### src/rtl/mc_cpu_pkg.sv
// Shared definitions for the multi-cycle MIPS-subset CPU control path:
// opcode/funct constants, FSM state encoding, datapath mux encodings,
// the control bus struct and an instruction classifier.
package mc_cpu_pkg;

    localparam int unsigned OP_W    = 6;
    localparam int unsigned FUNCT_W = 6;

    localparam logic [OP_W-1:0] OpRType = 6'h00;
    localparam logic [OP_W-1:0] OpJ     = 6'h02;
    localparam logic [OP_W-1:0] OpJal   = 6'h03;
    localparam logic [OP_W-1:0] OpBeq   = 6'h04;
    localparam logic [OP_W-1:0] OpBne   = 6'h05;
    localparam logic [OP_W-1:0] OpAddi  = 6'h08;
    localparam logic [OP_W-1:0] OpXori  = 6'h0E;
    localparam logic [OP_W-1:0] OpLw    = 6'h23;
    localparam logic [OP_W-1:0] OpSw    = 6'h2B;

    localparam logic [FUNCT_W-1:0] FnJr  = 6'h08;
    localparam logic [FUNCT_W-1:0] FnAdd = 6'h20;
    localparam logic [FUNCT_W-1:0] FnSub = 6'h22;
    localparam logic [FUNCT_W-1:0] FnSlt = 6'h2A;

    typedef enum logic [2:0] {
        StIf   = 3'd0,
        StId   = 3'd1,
        StEx   = 3'd2,
        StMem  = 3'd3,
        StWb   = 3'd4,
        StHalt = 3'd5
    } state_e;

    typedef enum logic [2:0] {
        AluAdd = 3'd0,
        AluSub = 3'd1,
        AluXor = 3'd2,
        AluSlt = 3'd3
    } alu_op_e;

    typedef enum logic [1:0] {
        PcAluRes = 2'd0,
        PcAluOut = 2'd1,
        PcJump   = 2'd2,
        PcRegA   = 2'd3
    } pc_src_e;

    typedef enum logic [1:0] {
        DstRd  = 2'd0,
        DstRt  = 2'd1,
        DstR31 = 2'd2
    } reg_dst_e;

    typedef enum logic [1:0] {
        WbAluOut = 2'd0,
        WbMdr    = 2'd1,
        WbPc     = 2'd2
    } reg_src_e;

    typedef enum logic [1:0] {
        SrcBReg   = 2'd0,
        SrcBFour  = 2'd1,
        SrcBImm   = 2'd2,
        SrcBImmSh = 2'd3
    } alu_src_b_e;

    typedef enum logic [3:0] {
        ClsJ, ClsJr, ClsJal, ClsBeq, ClsBne, ClsRAlu, ClsImm, ClsLw, ClsSw, ClsIllegal
    } instr_cls_e;

    typedef struct packed {
        logic       mem_req;
        logic       mem_addr_sel;
        logic       mem_we;
        logic       ir_we;
        logic       pc_we;
        logic       a_we;
        logic       b_we;
        logic       reg_we;
        pc_src_e    pc_src;
        reg_dst_e   reg_dst;
        reg_src_e   reg_src;
        logic       alu_src_a;
        alu_src_b_e alu_src_b;
        alu_op_e    alu_op;
    } ctrl_t;

    // Map opcode/funct onto the execution path the FSM follows.
    function automatic instr_cls_e classify(input logic [OP_W-1:0]    op,
                                            input logic [FUNCT_W-1:0] fn);
        instr_cls_e cls;
        cls = ClsIllegal;
        case (op)
            OpRType: begin
                case (fn)
                    FnJr:                 cls = ClsJr;
                    FnAdd, FnSub, FnSlt:  cls = ClsRAlu;
                    default:              cls = ClsIllegal;
                endcase
            end
            OpJ:            cls = ClsJ;
            OpJal:          cls = ClsJal;
            OpBeq:          cls = ClsBeq;
            OpBne:          cls = ClsBne;
            OpAddi, OpXori: cls = ClsImm;
            OpLw:           cls = ClsLw;
            OpSw:           cls = ClsSw;
            default:        cls = ClsIllegal;
        endcase
        return cls;
    endfunction

endpackage

### src/rtl/mc_control_fsm_if.sv
// Control bus between the sequencer and the datapath/memory.
// master = sequencer, slave = datapath side.
interface mc_control_fsm_if #(
    parameter int unsigned CNT_W = 32
) ();
    import mc_cpu_pkg::*;

    logic [OP_W-1:0]    opcode;
    logic [FUNCT_W-1:0] funct;
    logic               zero;
    logic               mem_ack;

    logic               mem_req;
    logic               mem_addr_sel;
    logic               mem_we;
    logic               ir_we;
    logic               pc_we;
    logic               a_we;
    logic               b_we;
    logic               reg_we;
    logic [1:0]         pc_src;
    logic [1:0]         reg_dst;
    logic [1:0]         reg_src;
    logic               alu_src_a;
    logic [1:0]         alu_src_b;
    logic [2:0]         alu_op;
    logic [2:0]         state;
    logic               retire;
    logic [CNT_W-1:0]   retired_cnt;

    modport master (
        input  opcode, funct, zero, mem_ack,
        output mem_req, mem_addr_sel, mem_we, ir_we, pc_we, a_we, b_we, reg_we,
        output pc_src, reg_dst, reg_src, alu_src_a, alu_src_b, alu_op,
        output state, retire, retired_cnt
    );

    modport slave (
        output opcode, funct, zero, mem_ack,
        input  mem_req, mem_addr_sel, mem_we, ir_we, pc_we, a_we, b_we, reg_we,
        input  pc_src, reg_dst, reg_src, alu_src_a, alu_src_b, alu_op,
        input  state, retire, retired_cnt
    );

endinterface

### src/rtl/mc_ctrl_decode.sv
// Combinational control decode: (state, opcode, funct, zero, mem_ack) ->
// control bus, next state and retire strobe.
// MC_CTRL_ILLEGAL_TRAP_EN: unlisted instructions trap to HALT instead of
// retiring as a NOP.
module mc_ctrl_decode
    import mc_cpu_pkg::*;
(
    input  state_e             state_i,
    input  logic [OP_W-1:0]    opcode_i,
    input  logic [FUNCT_W-1:0] funct_i,
    input  logic               zero_i,
    input  logic               mem_ack_i,
    output ctrl_t              ctrl_o,
    output state_e             next_state_o,
    output logic               retire_o
);

    instr_cls_e cls;
    alu_op_e    r_alu_op;

    assign cls      = classify(opcode_i, funct_i);
    assign r_alu_op = (funct_i == FnSub) ? AluSub :
                      (funct_i == FnSlt) ? AluSlt : AluAdd;

    // Per-state control decode and next-state selection.
    always_comb begin
        ctrl_o       = '0;
        next_state_o = state_i;
        retire_o     = 1'b0;

        case (state_i)
            StIf: begin
                ctrl_o.mem_req   = 1'b1;
                ctrl_o.alu_src_b = SrcBFour;
                ctrl_o.alu_op    = AluAdd;
                if (mem_ack_i) begin
                    ctrl_o.ir_we  = 1'b1;
                    ctrl_o.pc_we  = 1'b1;
                    ctrl_o.pc_src = PcAluRes;
                    next_state_o  = StId;
                end
            end

            StId: begin
                if (cls == ClsIllegal) begin
`ifdef MC_CTRL_ILLEGAL_TRAP_EN
                    next_state_o = StHalt;
`else
                    retire_o     = 1'b1;
                    next_state_o = StIf;
`endif
                end else begin
                    // Speculative branch target: ALUOut = PC + (sext(imm) << 2).
                    ctrl_o.a_we      = 1'b1;
                    ctrl_o.b_we      = 1'b1;
                    ctrl_o.alu_src_b = SrcBImmSh;
                    ctrl_o.alu_op    = AluAdd;
                    if (cls == ClsJ) begin
                        ctrl_o.pc_we  = 1'b1;
                        ctrl_o.pc_src = PcJump;
                        retire_o      = 1'b1;
                        next_state_o  = StIf;
                    end else begin
                        next_state_o = StEx;
                    end
                end
            end

            StEx: begin
                case (cls)
                    ClsJr: begin
                        ctrl_o.pc_we  = 1'b1;
                        ctrl_o.pc_src = PcRegA;
                        retire_o      = 1'b1;
                        next_state_o  = StIf;
                    end
                    ClsJal: begin
                        ctrl_o.reg_we  = 1'b1;
                        ctrl_o.reg_dst = DstR31;
                        ctrl_o.reg_src = WbPc;
                        ctrl_o.pc_we   = 1'b1;
                        ctrl_o.pc_src  = PcJump;
                        retire_o       = 1'b1;
                        next_state_o   = StIf;
                    end
                    ClsBeq, ClsBne: begin
                        ctrl_o.alu_src_a = 1'b1;
                        ctrl_o.alu_src_b = SrcBReg;
                        ctrl_o.alu_op    = AluSub;
                        ctrl_o.pc_src    = PcAluOut;
                        ctrl_o.pc_we     = (cls == ClsBeq) ? zero_i : !zero_i;
                        retire_o         = 1'b1;
                        next_state_o     = StIf;
                    end
                    ClsRAlu: begin
                        ctrl_o.alu_src_a = 1'b1;
                        ctrl_o.alu_src_b = SrcBReg;
                        ctrl_o.alu_op    = r_alu_op;
                        next_state_o     = StWb;
                    end
                    ClsImm: begin
                        ctrl_o.alu_src_a = 1'b1;
                        ctrl_o.alu_src_b = SrcBImm;
                        ctrl_o.alu_op    = (opcode_i == OpXori) ? AluXor : AluAdd;
                        next_state_o     = StWb;
                    end
                    ClsLw, ClsSw: begin
                        ctrl_o.alu_src_a = 1'b1;
                        ctrl_o.alu_src_b = SrcBImm;
                        ctrl_o.alu_op    = AluAdd;
                        next_state_o     = StMem;
                    end
                    default: next_state_o = StIf;
                endcase
            end

            StMem: begin
                ctrl_o.mem_req      = 1'b1;
                ctrl_o.mem_addr_sel = 1'b1;
                ctrl_o.mem_we       = (cls == ClsSw);
                if (mem_ack_i) begin
                    if (cls == ClsSw) begin
                        retire_o     = 1'b1;
                        next_state_o = StIf;
                    end else begin
                        next_state_o = StWb;
                    end
                end
            end

            StWb: begin
                ctrl_o.reg_we  = 1'b1;
                ctrl_o.reg_dst = (cls == ClsRAlu) ? DstRd : DstRt;
                ctrl_o.reg_src = (cls == ClsLw) ? WbMdr : WbAluOut;
                retire_o       = 1'b1;
                next_state_o   = StIf;
            end

`ifdef MC_CTRL_ILLEGAL_TRAP_EN
            // Sticky trap: only reset leaves HALT.
            StHalt: next_state_o = StHalt;
`endif

            default: next_state_o = StIf;
        endcase
    end

endmodule

### src/rtl/mc_control_fsm.sv
// Multi-cycle CPU control sequencer: state register, retired-instruction
// counter and the control bus driven from mc_ctrl_decode.
// MC_CTRL_ILLEGAL_TRAP_EN: enables the HALT trap for unlisted instructions.
module mc_control_fsm
    import mc_cpu_pkg::*;
#(
    parameter int unsigned CNT_W = 32
) (
    input  logic              clk,
    input  logic              reset,
    mc_control_fsm_if.master  ctrl_io
);

    state_e           state_q, state_d;
    logic [CNT_W-1:0] cnt_q, cnt_d;
    ctrl_t            ctrl;
    logic             retire;

    mc_ctrl_decode u_decode (
        .state_i      (state_q),
        .opcode_i     (ctrl_io.opcode),
        .funct_i      (ctrl_io.funct),
        .zero_i       (ctrl_io.zero),
        .mem_ack_i    (ctrl_io.mem_ack),
        .ctrl_o       (ctrl),
        .next_state_o (state_d),
        .retire_o     (retire)
    );

    // Retire counter wraps naturally at all-ones.
    always_comb begin
        cnt_d = cnt_q;
        if (retire) begin
            cnt_d = cnt_q + CNT_W'(1);
        end
    end

    // State and counter registers with asynchronous reset.
    always_ff @(posedge clk or posedge reset) begin
        if (reset) begin
            state_q <= StIf;
            cnt_q   <= '0;
        end else begin
            state_q <= state_d;
            cnt_q   <= cnt_d;
        end
    end

    assign ctrl_io.mem_req      = ctrl.mem_req;
    assign ctrl_io.mem_addr_sel = ctrl.mem_addr_sel;
    assign ctrl_io.mem_we       = ctrl.mem_we;
    assign ctrl_io.ir_we        = ctrl.ir_we;
    assign ctrl_io.pc_we        = ctrl.pc_we;
    assign ctrl_io.a_we         = ctrl.a_we;
    assign ctrl_io.b_we         = ctrl.b_we;
    assign ctrl_io.reg_we       = ctrl.reg_we;
    assign ctrl_io.pc_src       = ctrl.pc_src;
    assign ctrl_io.reg_dst      = ctrl.reg_dst;
    assign ctrl_io.reg_src      = ctrl.reg_src;
    assign ctrl_io.alu_src_a    = ctrl.alu_src_a;
    assign ctrl_io.alu_src_b    = ctrl.alu_src_b;
    assign ctrl_io.alu_op       = ctrl.alu_op;
    assign ctrl_io.state        = state_q;
    assign ctrl_io.retire       = retire;
    assign ctrl_io.retired_cnt  = cnt_q;

endmodule

### src/flat_wrapper.sv
// flat-port wrapper written by rule: the top's interface ports become plain ports
module mc_control_fsm_flat import mc_cpu_pkg::*;
#(
    parameter int unsigned CNT_W = 32
)
  (clk, reset, ctrl_io_opcode, ctrl_io_funct, ctrl_io_zero, ctrl_io_mem_ack, ctrl_io_mem_req, ctrl_io_mem_addr_sel, ctrl_io_mem_we, ctrl_io_ir_we, ctrl_io_pc_we, ctrl_io_a_we, ctrl_io_b_we, ctrl_io_reg_we, ctrl_io_pc_src, ctrl_io_reg_dst, ctrl_io_reg_src, ctrl_io_alu_src_a, ctrl_io_alu_src_b, ctrl_io_alu_op, ctrl_io_state, ctrl_io_retire, ctrl_io_retired_cnt);
  mc_control_fsm_if #(.CNT_W(CNT_W)) ctrl_io_i ();
  input  logic clk;
  input  logic reset;
  input wire logic [$bits(ctrl_io_i.opcode)-1:0] ctrl_io_opcode;
  input wire logic [$bits(ctrl_io_i.funct)-1:0] ctrl_io_funct;
  input wire logic [$bits(ctrl_io_i.zero)-1:0] ctrl_io_zero;
  input wire logic [$bits(ctrl_io_i.mem_ack)-1:0] ctrl_io_mem_ack;
  output wire logic [$bits(ctrl_io_i.mem_req)-1:0] ctrl_io_mem_req;
  output wire logic [$bits(ctrl_io_i.mem_addr_sel)-1:0] ctrl_io_mem_addr_sel;
  output wire logic [$bits(ctrl_io_i.mem_we)-1:0] ctrl_io_mem_we;
  output wire logic [$bits(ctrl_io_i.ir_we)-1:0] ctrl_io_ir_we;
  output wire logic [$bits(ctrl_io_i.pc_we)-1:0] ctrl_io_pc_we;
  output wire logic [$bits(ctrl_io_i.a_we)-1:0] ctrl_io_a_we;
  output wire logic [$bits(ctrl_io_i.b_we)-1:0] ctrl_io_b_we;
  output wire logic [$bits(ctrl_io_i.reg_we)-1:0] ctrl_io_reg_we;
  output wire logic [$bits(ctrl_io_i.pc_src)-1:0] ctrl_io_pc_src;
  output wire logic [$bits(ctrl_io_i.reg_dst)-1:0] ctrl_io_reg_dst;
  output wire logic [$bits(ctrl_io_i.reg_src)-1:0] ctrl_io_reg_src;
  output wire logic [$bits(ctrl_io_i.alu_src_a)-1:0] ctrl_io_alu_src_a;
  output wire logic [$bits(ctrl_io_i.alu_src_b)-1:0] ctrl_io_alu_src_b;
  output wire logic [$bits(ctrl_io_i.alu_op)-1:0] ctrl_io_alu_op;
  output wire logic [$bits(ctrl_io_i.state)-1:0] ctrl_io_state;
  output wire logic [$bits(ctrl_io_i.retire)-1:0] ctrl_io_retire;
  output wire logic [$bits(ctrl_io_i.retired_cnt)-1:0] ctrl_io_retired_cnt;
  assign ctrl_io_i.opcode = ctrl_io_opcode;
  assign ctrl_io_i.funct = ctrl_io_funct;
  assign ctrl_io_i.zero = ctrl_io_zero;
  assign ctrl_io_i.mem_ack = ctrl_io_mem_ack;
  assign ctrl_io_mem_req = ctrl_io_i.mem_req;
  assign ctrl_io_mem_addr_sel = ctrl_io_i.mem_addr_sel;
  assign ctrl_io_mem_we = ctrl_io_i.mem_we;
  assign ctrl_io_ir_we = ctrl_io_i.ir_we;
  assign ctrl_io_pc_we = ctrl_io_i.pc_we;
  assign ctrl_io_a_we = ctrl_io_i.a_we;
  assign ctrl_io_b_we = ctrl_io_i.b_we;
  assign ctrl_io_reg_we = ctrl_io_i.reg_we;
  assign ctrl_io_pc_src = ctrl_io_i.pc_src;
  assign ctrl_io_reg_dst = ctrl_io_i.reg_dst;
  assign ctrl_io_reg_src = ctrl_io_i.reg_src;
  assign ctrl_io_alu_src_a = ctrl_io_i.alu_src_a;
  assign ctrl_io_alu_src_b = ctrl_io_i.alu_src_b;
  assign ctrl_io_alu_op = ctrl_io_i.alu_op;
  assign ctrl_io_state = ctrl_io_i.state;
  assign ctrl_io_retire = ctrl_io_i.retire;
  assign ctrl_io_retired_cnt = ctrl_io_i.retired_cnt;
  mc_control_fsm #(.CNT_W(CNT_W)) u_core (.clk(clk), .reset(reset), .ctrl_io(ctrl_io_i));
endmodule
### config.mk
export PLATFORM = sky130hd
export DESIGN_NAME = mc_control_fsm_flat
export DESIGN_NICKNAME = d
export VERILOG_FILES = /design/src/rtl/mc_cpu_pkg.sv /design/src/rtl/mc_control_fsm_if.sv /design/src/rtl/mc_ctrl_decode.sv /design/src/rtl/mc_control_fsm.sv /design/src/flat_wrapper.sv
export SDC_FILE = /design/constraint.sdc
export NUM_CORES = 1
export LEC_CHECK = 0
export BUFFER_PORTS_ARGS = -buffer_cell sky130_fd_sc_hd__buf_4
export CAP_MARGIN = 10
export CELL_PAD_IN_SITES_DETAIL_PLACEMENT = 2
export CELL_PAD_IN_SITES_GLOBAL_PLACEMENT = 2
export CORE_MARGIN = 1
export CORE_UTILIZATION = 33
export DETAILED_ROUTE_END_ITERATION = 6
export PLACE_DENSITY_LB_ADDON = 0.1
export RECOVER_POWER = 100
export SYNTH_ARGS = -nofsm -noshare
export SYNTH_HDL_FRONTEND = slang
export SYNTH_SLANG_ARGS = --single-unit
### constraint.sdc
create_clock -name clk -period 4.9 [get_ports clk]
set_input_delay 0.49 -clock clk [delete_from_list [all_inputs] [get_ports clk]]
set_output_delay 0.49 -clock clk [all_outputs]
set_load 0.03 [all_outputs]
Word-level counts from Yosys, hierarchy flattened. Cells that the tools add are included.

Output and inout port bits: 56. Register bits after elaboration: 35. Input bits: 16. Word-level logic and storage cells: 84.

Add/sub/neg operators: 1. Reductions and logical operators: 13. Eq/ne operators: 27. Multiplexer cells: 41.

Operator list (number): 32-bit by 1-bit adder with 32-bit output, second input constant (1); 4-bit one-hot mux with 8 select lines (1); 6-bit equality test, second input constant (5); 6-bit one-hot mux with 4 select lines (1); 6-bit by 4-bit equality test with 1-bit output, second input constant (3); 2-bit 2-to-1 mux (9); 4-bit by 3-bit equality test with 1-bit output, second input constant (4); 4-bit one-hot mux with 2 select lines (2); 3-bit 2-to-1 mux (5); 5-bit one-hot mux with 3 select lines (1); 6-bit by 2-bit equality test with 1-bit output, second input constant (2); 6-bit by 3-bit equality test with 1-bit output, second input constant (2); 1-bit 2-to-1 mux (12); 3-bit one-hot mux with 4 select lines (1); 2-bit OR reduction (6); 4-bit by 2-bit equality test with 1-bit output, second input constant (2); 4-bit equality test, second input constant (2); 3-bit by 2-bit equality test with 1-bit output, second input constant (2); 6-bit logical NOT (1); 2-bit one-hot mux with 3 select lines (1); 3-bit one-hot mux with 2 select lines (1); 5-bit 2-to-1 mux (1); 4-bit by 1-bit equality test with 1-bit output, second input constant (1); 4-bit logical NOT (1); 13 further kinds (15).

Logic depth before layout (Yosys ltp). Gate-level depths: netlist of run 1.

Word-level depth: 8. Gate-level depth with buffers: 11. Depth with buffers taken out: 9.

Modules after synthesis. Synthesis of run 1 repeated with hierarchy kept, for this count alone.

Cell total of the unflattened synthesis: 250. Area total of the unflattened synthesis: 2341.0 µm².

Modules (own cells, without submodules): mc_control_fsm (instances 1, cells an instance 131, area an instance 1576.5 µm²); mc_ctrl_decode (instances 1, cells an instance 119, area an instance 764.5 µm²).

Least setup slack after synthesis of run 1. No wires, ideal clock.

Path kind: input port to output port. Start point: input ctrl_io_funct[0]. End point: output ctrl_io_alu_op[1]. Cell stages on the path: 7. Arrival time: 2.725 ns. Setup slack: 1.685 ns. Data required time: 4.410 ns. Cells stage by stage: or3_1 -> o31ai_1 -> nand4_2 -> o21ai_0 -> o21ai_0 -> nand2_1 -> nor3b_1.

Word-level cells in the longest chain between the ends: 8.

RTL lines: start: declaration (line flat_wrapper.sv:11) `input wire logic [$bits(ctrl_io_i.funct)-1:0] ctrl_io_funct;`; 6-bit equality test, on equally long branches (line mc_cpu_pkg.sv:94, mc_ctrl_decode.sv:22, mc_ctrl_decode.sv:23); 3-bit OR reduction (line mc_cpu_pkg.sv:94) `case (fn)`; 4-bit one-hot mux with 2 select lines (line mc_cpu_pkg.sv:94); 4-bit one-hot mux with 8 select lines (line mc_cpu_pkg.sv:92) `case (op)`; 4-bit equality test, or another cell as far along (line mc_ctrl_decode.sv:70) `case (cls)`; 2-bit OR reduction, on equally long branches; 6-bit one-hot mux with 4 select lines * (line mc_ctrl_decode.sv:70); 5-bit one-hot mux with 3 select lines * (line mc_ctrl_decode.sv:31) `case (state_i)`; end: declaration (line flat_wrapper.sv:27) `output wire logic [$bits(ctrl_io_i.alu_op)-1:0] ctrl_io_alu_op;`.

Every way passes the cells marked *; elsewhere a longest branch is shown, timed or not.

Worst setup path in the final report of run 1.
Start point: input ctrl_io_opcode[5]. End point: output ctrl_io_retire.

Word-level cells in the longest chain between the ends: 7.

RTL lines: start: declaration (line flat_wrapper.sv:10) `input wire logic [$bits(ctrl_io_i.opcode)-1:0] ctrl_io_opcode;`; 6-bit by 4-bit equality test with 1-bit output (line mc_cpu_pkg.sv:92); 2-bit OR reduction (line mc_cpu_pkg.sv:92); 4-bit one-hot mux with 8 select lines * (line mc_cpu_pkg.sv:92); 4-bit by 2-bit equality test with 1-bit output, or another cell as far along (line mc_ctrl_decode.sv:70); 4-bit OR reduction (no source line), or another cell as far along; 1-bit 2-to-1 mux, on equally long branches (line mc_ctrl_decode.sv:70, mc_ctrl_decode.sv:45, mc_ctrl_decode.sv:121); 1-bit one-hot mux with 4 select lines * (line mc_ctrl_decode.sv:31); end: declaration (line flat_wrapper.sv:29) `output wire logic [$bits(ctrl_io_i.retire)-1:0] ctrl_io_retire;`.

Marks and branches as above.

==> impl_results.md, run 1 <==
- Status: complete, but fails checks
- Violated checks: max-capacitance violations, max-slew violations
- Post-synth top area share: 36.40%
- Synthesized area per cell: ~9.3 sq um
- GPL Wtd Cong: 0.8088
- Final core utilization: between 40 and 50%
- Max Fclk: 263.8 MHz
- Fin crit share: around 77%
- Placed instance area: ~3000 sq um
- #FFs+latches synth: 35
- Die Wd: 87.39 microns
- Setup bufs post-CTS: 0
- CTS Hold Bufs: 0
- Critical Path AT: 3300 ps
- Critical path type: input port to output pin
- TritonCTS Buffers: 5
- Post-synthesis instance area: 2406 sq um
- PD cells: ~330 nW/um^2
- Register Area: roughly 880 sq um
- Synth cell types: 58
- Synth top area cells: dfrtp_1, xor2_1, nand2_1
- Layout Nets: 340
- Multi-input gate area: 1328 sq um
- Clock period minus worst slack: between 3000 and 4000 ps
- PnR worst setup slack: around 1100 ps
- Clock buffer depth: 2
- Ys async rst share: 100.0%
- I/O pin count: ~70
- Initial DRC count: 49
- Max Fanout on Critical Path: 14
- Dpl ws: 1399 ps
- DRC violations left: 0
- Total power: 0.9164 mW
- Final cell count without fillers: 419
- Clock skew: 6.283 ps
- First-pass GRT wire length: roughly 12,000 microns
- Port bufs: 70
- Antenna violations before repair: 0
- Worst hold slack: 466.8 ps
- RSZ-0062 raised after global routing: no
- Synthesis Warnings: 0
- Filler instances: about 870
- H-tree Lvls: 2
- Startpoint type of the worst setup path: input port
- Total global routing overflow: 0
- Top FF cell, synth: dfrtp_1
- Core Footprint: 6907 sq um
- Via count: 2,189
- Total of max-cap violations: 1
- Sequential share of the synthesized area: a little over a third
- Final setup TNS: 0 ps
- Gr usage total: between 20% and 30%
- Chip height: a little under 90 microns
- First-pass iteration count of the detailed router: 4
- Final setup violation count: 0
- Min-Delay Path Class: input port to register
- Final ANT Viol Nets: 0
- Required time worst endpoint: 4410 ps
- Dpl cells: 412
- EDFF count, synth: 0
- VDD IR max: ~0.094 mV
- Hpwl dp: about 5700 microns
- ANT cells: 0
- Sink Count: 35
- Number of vias per cell: 5.224
- CTS root buf: clkbuf_8
- Synth Instances: 260
- Clk pin slew, worst setup/hold paths: 60 ps
- Initial Util: a little over a third
- Routed wire length: 7469 microns
- Final instance area: 2764 sq um
- Leak: between 1 and 1.5 nW
- Max_slew headroom: -31.62%
- Syn-to-layout area delta: 14.87%
- CTS resizes: 0
- Slew Viols, Final: 36
- Crit path capture type: output pin
- Clock latency on the worst-skew pair: approximately 280 ps
- Vias in the first global route: around 2,400
- Post-synth top area cell: dfrtp_1
- TritonCTS clock tree: done
- Full die area: between 7000 and 8000 sq um
- Post-Syn Nets: 277
- Num rows: 30
- WL/cell: approximately 18 microns
- Share of layout cells above drive strength 1: 10.53%
- Largest net degree at the start of global routing: 36
- Worst-Margin Slew: just under 2000 ps
- Final Hold Viols: 0
-- where the power goes --
part	internal, mW	leakage (nW)	switching [mW]
sequential	0.329	0.428	0.0579
clock	0.110	0.0470	0.0993
combinational	0.0892	0.646	0.230
total	0.529	1.12	0.388
-- critical path: stages --
cell and delay (ps):
clkbuf_1 340, and2b_4 260, and2b_1 170, o21ai_0 230
nand4_1 280, nor2b_1 510, a311oi_4 320, inv_1 320
clkbuf_1 380
-- cells in the mapped netlist (5+ instances only) --
| library cell | count |
|---|---|
| dfrtp_1 | 35 |
| nand2_1 | 27 |
| xor2_1 | 27 |
| nor2_1 | 24 |
| nor3_1 | 10 |
| nand3_1 | 8 |
| xnor2_1 | 8 |
| a21oi_1 | 7 |
| and3_1 | 7 |
| o21ai_0 | 7 |
| inv_1 | 6 |
| nor4_2 | 6 |
| buf_2 | 5 |
| nor3b_1 | 5 |
| nor4b_1 | 5 |
-- sequential cells by signal, summed over array words and instances, names as in the netlist --
register                    count
u_core.ctrl_io.retired_cnt     32
u_core.ctrl_io.state            3
-- metal layers --
layer  GRT usage, %  wire length, microns  vias up
met1          24.33                  3253     1082
met3          2.749                   260       10
met5              0                     0        -
li1               -                     -     1041
met2          36.79                  3788       56
met4          7.004                   166        0
-- layout by cell type (no fill, tap or decap), drive strengths merged, types with 8 or more instances in the layout --
cell type / count
buf: 14
dfrtp: 35
nand3: 8
nor4: 10
nor3: 10
xnor2: 8
nand2: 27
clkbuf: 64
xor2: 27
nor2: 24
-- final timing paths --
check                                                      startpoint                                          to  slack [ps]  cells after the start
max                                                 ctrl_io_opcode[5]                              ctrl_io_retire        1110                      9
min                                                   ctrl_io_mem_ack         u_core.ctrl_io.state[0]$_DFFE_PP0P_         470                      2
max reg2reg                       u_core.ctrl_io.state[2]$_DFFE_PP0P_  u_core.ctrl_io.retired_cnt[23]$_DFFE_PP0P_        2070                      8
min reg2reg                u_core.ctrl_io.retired_cnt[31]$_DFFE_PP0P_  u_core.ctrl_io.retired_cnt[31]$_DFFE_PP0P_         480                      1
max in group asynchronous                                       reset  u_core.ctrl_io.retired_cnt[31]$_DFFE_PP0P_        2840                      3
min in group asynchronous                                       reset   u_core.ctrl_io.retired_cnt[6]$_DFFE_PP0P_         920                      3
-- cells by family after synthesis --
kind of cell / Yosys count / share of synthesized area (%)
AOI/OAI and AO/OA: 36 / 11.96
xor gates and xnor gates: 35 / 12.74
adders and majority gates: 1 / 0.5199
buffers and inverters: 23 / 5.408
DFF: 35 / 36.40
muxes: 1 / 0.4160
other: 1 / 0.1559
and+or+nand+nor: 128 / 32.40
-- cell type report --
class                      count  share of cell area, %
multi-input combinational    202                  48.03
inverter                       7                 0.9507
clock buffer                   6                  2.988
tap                           96                  4.346
clock inverter                 1                 0.1811
sequential                    35                  31.69
timing repair buffer          72                  11.82
No activity file was read; power rests on OpenSTA's default activity.
==> run 2: changes to the inputs <==
- CORE_UTILIZATION: 33 -> 31
- clock period: 4.9 -> 3.82 ns (I/O delays scaled with it)
==> impl_results.md, run 2 (synthesis results as in run 1) <==
- Hold_sp: ctrl_io_mem_ack
- Final Hold Viols: 0 (unchanged)
- TritonCTS Buffers: 5 (unchanged)
- VDD IR max: 0.1101 mV (+17%)
- Worst-Margin Slew: 1918 ps (-56.11 ps)
- Gr usage total: 18.49% (-1.8 points)
- Met3 Use GR: 2.623% (-0.13 points)
- Largest net degree at the start of global routing: 36 (unchanged)
- Num rows: 31 (+3.3%)
- Status: complete, but fails checks
- First-pass iteration count of the detailed router: 4 (unchanged)
- Share of layout cells above drive strength 1: 10.80% (+0.28 points)
- Reg-to-reg slack, setup: 1380 ps (-690 ps)
- Layout Nets: 340 (unchanged)
- Reg-to-Reg Start: u_core.ctrl_io.state[1]$_DFFE_PP0P_
- Clk pin slew, worst setup/hold paths: 70 ps (about the same)
- Initial DRC count: 60 (+22%)
- Leak: 1.130 nW (+0.79%)
- Full die area: 8118 sq um (+6.3%)
- Number of vias per cell: 5.104 (-2.3%)
- GR met2 Demand/Resource: 31.87% (-4.9 points)
- I/O pin count: 72 (unchanged)
- Port bufs: 70 (unchanged)
- Syn-to-layout area delta: 15.70%
- Die Wd: 90.10 microns (+3.1%)
- CTS Hold Bufs: 0 (unchanged)
- PD cells: 431.9 nW/um^2 (+30%)
- Critical path's slowest cell: a221o_2
- Commonest non-fill, non-tap cells in the layout: clkbuf_1, dfrtp_1, nand2_1, xor2_1, nor2_1
- Initial Util: 32.65% (-2.2 points)
- Max Fclk: ~310 MHz
- Most common cell after layout, fill and taps aside: clkbuf_1
- Chip height: 90.10 microns (+3.1%)
- Final instance area: 2784 sq um (+0.72%)
- Violated checks: max-capacitance violations, max-slew violations
- Max stage delay on crit path: 430 ps (-80 ps)
- Total of max-cap violations: 1 (unchanged)
- GPL Wtd Cong: 0.7732 (-4.4%)
- Slew Viols, Final: 36 (unchanged)
- Worst hold path depth: 2 (unchanged)
- Routed wire length: 7404 microns (-0.87%)
- WL/cell: 17.50 microns (-1.8%)
- Final core utilization: 37.78% (-2.2 points)
- Levels on crit path: 10 (+1)
- RSZ-0062 raised after global routing: no
- Final cell count without fillers: 423 (+0.95%)
- Cell depth of the worst flop-to-flop path: 9 (+1)
- Sink Count: 35 (unchanged)
- Final setup TNS: 0 ps (unchanged)
- Clock period minus worst slack: roughly 3200 ps
- Clock buffer depth: 2 (unchanged)
- First-pass GRT wire length: 12,010 microns (about the same)
- GR Util met1: 23.25% (-1.1 points)
- Startpoint type of the worst setup path: input port
- Core Footprint: 7370 sq um (+6.7%)
- Required time worst endpoint: 3440 ps (-970 ps)
- Clock latency on the worst-skew pair: 290 ps (about the same)
- Min-Delay Path Class: input port to register
- TritonCTS clock tree: done
- Crit-path most repeated cell: clkbuf_1
- ANT cells: 0 (unchanged)
- Total global routing overflow: 0 (unchanged)
- Setup bufs post-CTS: 0 (unchanged)
- Fin crit share: 84.52%
- Antenna violations before repair: 0 (unchanged)
- Vias in the first global route: 2,229 (-5.4%)
- Critical path type: input port to output pin
- Final setup violation count: 0 (unchanged)
- Clock skew: 4.595 ps (-1.688 ps)
- CTS resizes: 0 (unchanged)
- Max_slew headroom: -27.88% (+3.7 points)
- DRC violations left: 0 (unchanged)
- H-tree Lvls: 2 (unchanged)
- Crit path capture type: output pin
- CTS root buf: clkbuf_8
- CP delay by family, top: buffers and inverters
- GRT busiest layer: met2
- Buf/Inv on CP: 4 (+1)
- Critical Path AT: 2850 ps (-450 ps)
- Crit-path cells: clkbuf_1, nor2b_1, o21bai_1, a221o_2, nand4_2, a21boi_4, a311oi_4, buf_4, inv_2, clkbuf_1
- Worst Hold Path EP: u_core.ctrl_io.state[0]$_DFFE_PP0P_
- Dpl cells: 415 (+0.73%)
- Max reg flops: 32 (unchanged)
- FF-to-FF End: u_core.ctrl_io.retired_cnt[20]$_DFFE_PP0P_
- Hpwl dp: 5528 microns (-3.3%)
- Final ANT Viol Nets: 0 (unchanged)
- Via count: 2,159 (-1.4%)
- Max Fanout on Critical Path: 25 (+11)
- Placed instance area: 2967 sq um (+0.13%)
==> run 2: worst max path at each step <==
stage                      startpoint           endpoint  slack, ps
CTS                  ctrl_io_funct[0]     ctrl_io_retire        840
floorplan            ctrl_io_funct[0]  ctrl_io_alu_op[1]        820
global route        ctrl_io_opcode[3]     ctrl_io_retire        420
finish              ctrl_io_opcode[3]     ctrl_io_retire        590
detailed placement   ctrl_io_funct[0]     ctrl_io_retire        870
global placement    ctrl_io_opcode[2]     ctrl_io_retire        880
==> run 2: report_power, final <==
group | internal, mW | switching (mW) | total [mW]
combinational | 0.117 | 0.293 | 0.410
sequential | 0.422 | 0.0693 | 0.492
clock | 0.165 | 0.136 | 0.301
==> run 2: worst register-to-register path, stage by stage, from the launching register on <==
cell and delay (ps):
dfrtp_1 510, nor2b_1 210, nand2_1 130, nor2_1 90, a221o_1 350, a311oi_4 200
buf_4 320, inv_2 160, and4_1 230, xor2_1 140
==> run 2: per-stage QoR <==
step	setup WS [ps]	hold slack, ps	power (mW)
after floorplan	821.4	494.4	0.8070
after global placement	880.8	465.2	0.9707
after detailed placement	866.8	467.9	0.9800
after CTS	839.8	216.1	1.283
after global routing	417.5	360.3	1.268
final	591.2	354.1	1.202
==> run 2: cell type report <==
type | count | area (sq um)
clock buffer | 8 | 100.1
fill | 884 | 4586
inverter | 7 | 26.28
multi-input combinational | 202 | 1335
sequential | 35 | 875.8
tap | 99 | 123.9
timing repair buffer | 72 | 322.8
==> run 2: metal layers <==
metal | up-vias | part of all wire [%]
met5 | - | 0
met4 | 0 | 2.0
met3 | 9 | 3.2
met2 | 55 | 49
met1 | 1058 | 45
li1 | 1037 | -
